--- src/rtl/sprite_scheduler.sv ---
// sprite_scheduler: per-pixel sprite hit-test, shared RAM address issue, latency-aligned colour-key compositing and PLAY/LOSE mode FSM.
// Optional macro SPRITE_SCHED_BLINK_EN: the lose banner blinks 32 frames on / 32 frames off.
module sprite_scheduler #(
    parameter int              NUM_SPRITES = 4,
    parameter int              SPRITE_W    = 50,
    parameter int              SPRITE_H    = 50,
    parameter int              ADDR_W      = 13,
    parameter int              COLOR_W     = 12,
    parameter int              RAM_LAT     = 2,
    parameter logic [11:0]     KEY_COLOR   = 12'hF0F
) (
    input  logic                     clk,
    input  logic                     resetn,
    input  logic                     in_valid,
    input  logic [9:0]               x,
    input  logic [8:0]               y,
    input  logic [10*NUM_SPRITES-1:0] sprite_x,
    input  logic [9*NUM_SPRITES-1:0] sprite_y,
    input  logic [NUM_SPRITES-1:0]   sprite_en,
    input  logic [COLOR_W-1:0]       bg_color,
    input  logic                     lose,
    input  logic                     restart,
    output logic [ADDR_W-1:0]        rom_addr,
    output logic [1:0]               rom_sel,
    input  logic [COLOR_W-1:0]       rom_color,
    output logic [COLOR_W-1:0]       pixel_out,
    output logic                     pixel_valid,
    output logic                     mode
);
    typedef enum logic {PLAY = 1'b0, LOSE = 1'b1} state_t;
    state_t state_q, state_d;
    logic lose_pend_q, lose_pend_d, restart_pend_q, restart_pend_d;
    logic frame_start, commit, banner_ok, hit_d;
    logic [ADDR_W-1:0] rom_addr_q, rom_addr_d;
    logic [1:0] rom_sel_q, rom_sel_d;
    logic [RAM_LAT:0] hit_q, vld_q;
    logic [COLOR_W-1:0] bg_q [0:RAM_LAT];
    logic [COLOR_W-1:0] pixel_out_q;
    logic pixel_valid_q;

    assign frame_start = in_valid && x == '0 && y == '0;
    assign rom_addr    = rom_addr_q;
    assign rom_sel     = rom_sel_q;
    assign pixel_out   = pixel_out_q;
    assign pixel_valid = pixel_valid_q;
    assign mode        = state_q;

`ifdef SPRITE_SCHED_BLINK_EN
    logic [5:0] blink_q, blink_d;
    // Frame counter: restarts on entering LOSE, advances each frame start while in LOSE.
    always_comb begin
        blink_d = (state_q == PLAY && state_d == LOSE) ? 6'd0 :
                  (state_q == LOSE && frame_start) ? blink_q + 6'd1 : blink_q;
    end
    // Counter register.
    always_ff @(posedge clk) begin
        if (!resetn) blink_q <= '0;
        else         blink_q <= blink_d;
    end
    assign banner_ok = !blink_d[5];
`else
    assign banner_ok = 1'b1;
`endif

    // Mode FSM: requests are latched as pending and only committed at a frame start.
    always_comb begin
        state_d        = state_q;
        lose_pend_d    = 1'b0;
        restart_pend_d = 1'b0;
        commit         = frame_start && (state_q == PLAY ? lose_pend_q : restart_pend_q);
        if (commit)
            state_d = (state_q == PLAY) ? LOSE : PLAY;
        else if (state_q == PLAY)
            lose_pend_d = !restart && (lose || lose_pend_q);
        else
            restart_pend_d = restart || restart_pend_q;
    end

    // Hit test against every box using the post-commit mode; lowest eligible index wins, address holds on miss.
    always_comb begin
        hit_d      = 1'b0;
        rom_addr_d = rom_addr_q;
        rom_sel_d  = rom_sel_q;
        for (int i = NUM_SPRITES - 1; i >= 0; i--) begin
            if (in_valid && sprite_en[i] &&
                ((i == NUM_SPRITES - 1) ? (state_d == LOSE && banner_ok) : (state_d == PLAY)) &&
                x >= sprite_x[10*i +: 10] &&
                {1'b0, x} < {1'b0, sprite_x[10*i +: 10]} + 11'(SPRITE_W) &&
                y >= sprite_y[9*i +: 9] &&
                {1'b0, y} < {1'b0, sprite_y[9*i +: 9]} + 10'(SPRITE_H)) begin
                hit_d      = 1'b1;
                rom_sel_d  = 2'(i);
                rom_addr_d = ADDR_W'(32'(x - sprite_x[10*i +: 10]) + SPRITE_W * 32'(y - sprite_y[9*i +: 9]));
            end
        end
    end

    // State, address stage and sideband delay line matching the RAM latency, then the composite register.
    always_ff @(posedge clk) begin
        if (!resetn) begin
            state_q        <= PLAY;
            lose_pend_q    <= 1'b0;
            restart_pend_q <= 1'b0;
            rom_addr_q     <= '0;
            rom_sel_q      <= '0;
            hit_q          <= '0;
            vld_q          <= '0;
            for (int i = 0; i <= RAM_LAT; i++) bg_q[i] <= '0;
            pixel_out_q    <= '0;
            pixel_valid_q  <= 1'b0;
        end else begin
            state_q        <= state_d;
            lose_pend_q    <= lose_pend_d;
            restart_pend_q <= restart_pend_d;
            rom_addr_q     <= rom_addr_d;
            rom_sel_q      <= rom_sel_d;
            hit_q          <= {hit_q[RAM_LAT-1:0], hit_d};
            vld_q          <= {vld_q[RAM_LAT-1:0], in_valid};
            bg_q[0]        <= bg_color;
            for (int i = 1; i <= RAM_LAT; i++) bg_q[i] <= bg_q[i-1];
            pixel_out_q    <= (hit_q[RAM_LAT] && rom_color != KEY_COLOR) ? rom_color : bg_q[RAM_LAT];
            pixel_valid_q  <= vld_q[RAM_LAT];
        end
    end
endmodule

--- config.mk ---
export PLATFORM = sky130hd
export DESIGN_NAME = sprite_scheduler
export DESIGN_NICKNAME = d
export VERILOG_FILES = /design/src/rtl/sprite_scheduler.sv
export SDC_FILE = /design/constraint.sdc
export NUM_CORES = 1
export LEC_CHECK = 0
export BUFFER_PORTS_ARGS = -buffer_cell sky130_fd_sc_hd__buf_2
export CAP_MARGIN = 30
export CORE_UTILIZATION = 25
export DETAILED_ROUTE_END_ITERATION = 6
export GPL_ROUTABILITY_DRIVEN = 1
export GPL_TIMING_DRIVEN = 0
export SLEW_MARGIN = 20
export SYNTH_ARGS = -nofsm -noshare
export SYNTH_HDL_FRONTEND = slang
export SYNTH_SLANG_ARGS = --single-unit
--- constraint.sdc ---
create_clock -name clk -period 6.2 [get_ports clk]
set_input_delay 0.31 -clock clk [delete_from_list [all_inputs] [get_ports clk]]
set_output_delay 0.31 -clock clk [all_outputs]
set_load 0.02 [all_outputs]
==> run metrics <==
Die Ht 230 microns; row cnt 83; DRT Pass-1 Iters 5; Initial Util 0.253; # H-tree levels 3; buffers added on ports 156; multi-input logic area 10600 sq um; fillers 5458; Cell Pwr Density 460 nW/um^2; worst path cell trace buf_2 > inv_1 > ha_1 > inv_1 > fa_1 > a21o_1 > a21oi_1 > o21bai_1 > a21oi_1 > xnor2_1 > ha_1 > ha_1 > inv_1 > fa_1 > inv_1 > ha_1 > o41ai_1 > xor3_1 > xnor3_1 > xnor2_1 > nor2_1 > a211oi_1 > o31a_1; max_cap viols 0; CTS tree done; GRT Total Usage 0.145; via count 11600; Gate Count Post-Synth 1593; Leakage 7.49 nW; WS Path Type in2reg; Hold Crit Class in2reg; Worst Path Arrival 6070 ps; crit path capture rom_addr[12]$_SDFFE_PN0P_; commonest cells after routing, fill and taps aside 285 x ha_1, 223 x inv_1, 160 x buf_2; RR Startpoint mode$_SDFF_PN0_; Hold Buf Count CTS 0; initial antenna violation count 6; CP Capture Type flip-flop; CP max FO 4; path depth of the worst reg2reg path 15; P&R area growth vs syn 15.0%; core area 51400 sq um; mapped cell area 13000 sq um; clk sinks 73; R2R Path End rom_addr[12]$_SDFFE_PN0P_; Synth Net Count 2046; Core Util, Final 0.291; slowest stage delay, CP 530 ps; Root Driver clkbuf_16; register area share after synthesis 0.112; Worst R2R Setup Slack 2220 ps; Worst Max-Slew Pin Slew 631 ps; commonest non-fill, non-tap cell in the layout ha_1; CP bufs+invs 5; Post-synth ARST share 0; # Post-CTS Setup Buffers 0; Worst path depth 23; mean number of vias per cell 4.75; count of cell types in the netlist 74; delay-heaviest family, CP adder cells; Tmin final 5800 ps; Num CTS Buffers 9; Tcrit/Tclk final 0.935; Top FF cell, synth dfxtp_1; EDFF count, synth 0; Fin. Hold Viols 0; vias in the first global route 11800; max-slew violations 0; slowest CP cell fa_1; final RePlAce weighted congestion 0.904; Die Wd 230 microns; slew margin rel. 0.575; final setup violation count 0; CP required 6480 ps; share of cells above drive strength 1 0.109; Finished Layout Cells 2448; CP startpoint y[0]; nets 2214; YS warnings 0; clock transition at the registers of the reported paths 60 ps; setup TNS 0 ps; initial DRC count 638; first-pass GRT wire length 60900 microns; Worst VDD drop 0.000367 V; CTS max path bufs 2; FF/Latch Area 1460 sq um; RSZ-0062 raised after global routing false; outcome finished clean; WL final 38700 microns; Residual DRC 0; total grt overflow 0; die area 52900 sq um; fmax 0.173 GHz; DRT antenna net count 0; DP HPWL 33100 microns; startpoint class of the critical path input pin; pin count of the biggest net entering global routing 16; # resized after CTS 0; Ports 157; worst skew pair latency 330 ps; DR WL/cell 15.8 microns; Worst Clk Skew 7.47 ps; synthesized area per cell 8.17 sq um; #FFs+latches synth 73; Post-Place Cells 2430
## worst min-delay path by stage
stage / from / to / slack [ps] / cells past startpoint
floorplan: restart / lose_pend_q$_SDFF_PP0_ / 380 / 1
global placement: bg_q[0][0]$_SDFF_PN0_ / bg_q[0][12]$_SDFF_PN0_ / 410 / 1
detailed placement: vld_q[1]$_SDFF_PN0_ / vld_q[2]$_SDFF_PN0_ / 420 / 1
CTS: restart / lose_pend_q$_SDFF_PP0_ / 150 / 2
global route: restart / lose_pend_q$_SDFF_PP0_ / 160 / 2
finish: restart / lose_pend_q$_SDFF_PP0_ / 160 / 2
## logic make-up after synthesis
family,Yosys count,share of synthesized area
AND/OR/NAND/NOR,394,0.155
XOR/XNOR,178,0.130
flip-flops,73,0.112
multiplexers,23,0.0179
AO/OA/AOI/OAI,357,0.179
adder cells (fa/ha/maj),325,0.336
buffers and inverters,243,0.0705
## synth_stat cells, types with 7 or more instances
cell type  instances  area share
ha_1             285        0.27
inv_1            223       0.064
xnor2_1          133       0.090
a21oi_1          115       0.044
nor2_1            81       0.023
nand2_1           80       0.023
dfxtp_1           73        0.11
and2_1            46       0.022
a21o_1            43       0.025
o21ai_0           41       0.016
fa_1              40       0.062
nor3_1            40       0.015
xor2_1            35       0.024
nand3_1           30       0.012
nand4_1           24       0.012
nor2b_1           23       0.011
o21a_1            22       0.013
o21ai_1           22      0.0085
mux2i_1           21       0.016
and3_1            17      0.0082
nand2b_1          16      0.0077
o211ai_1          16      0.0092
clkbuf_1          14      0.0040
o21bai_1          14      0.0081
a211oi_1          13      0.0075
nor4_1             9      0.0043
a31oi_1            8      0.0038
xnor3_1            8       0.014
a21boi_0           7      0.0040
or3_1              7      0.0034
## state kept, by name, summed over array words and instances, names as in the netlist
| name | flops |
|---|---|
| rom_addr | 13 |
| hit_q | 3 |
| restart_pend_q | 1 |
| mode | 1 |
| bg_q | 36 |
| pixel_valid | 1 |
| lose_pend_q | 1 |
| pixel_out | 12 |
| rom_sel | 2 |
| vld_q | 3 |
## layout make-up
class / count / share of cell area
Multi-Input combinational cell: 1277 / 0.710
Sequential cell: 73 / 0.0977
Tap cell: 680 / 0.0569
Inverter: 225 / 0.0565
Timing Repair Buffer: 157 / 0.0527
Clock buffer: 9 / 0.0151
Clock inverter: 7 / 0.00560
Buffer: 18 / 0.00485
Antenna cell: 2 / 0.000335
## layer usage
metal | vias up | share of wire | GRT usage
li1 | 5895 | - | -
met1 | 5426 | 0.44 | 0.177
met2 | 230 | 0.48 | 0.260
met3 | 61 | 0.048 | 0.0180
met4 | 6 | 0.032 | 0.0484
met5 | - | 0.0010 | 0
## through the flow
step	setup slack (ps)	hold slack (ps)	cell area, sq um	power [mW]
2_1_floorplan	1240	382	13000	5.14
4_1_cts	436	153	15000	6.90
6_report	405	159	15000	6.89
3_5_place_dp	89.3	417	14600	6.30
5_1_grt	136	160	15000	7.69
3_3_place_gp	203	415	14600	6.20
## worst reg2reg max path: cells and delay by family (launching register included)
kind | cells | cell delay (ps)
adders and majority gates | 1 | 360
buffers and inverters | 2 | 630
AOI/OAI and AO/OA | 5 | 610
muxes | 1 | 120
DFF | 1 | 380
and+or+nand+nor | 6 | 1840
## where the power goes
group	switching, mW	total (mW)	internal [mW]
clock network	0.220	0.539	0.319
registers	0.0142	0.502	0.488
logic	3.15	5.85	2.70
Power figures use the tool's default switching activity.
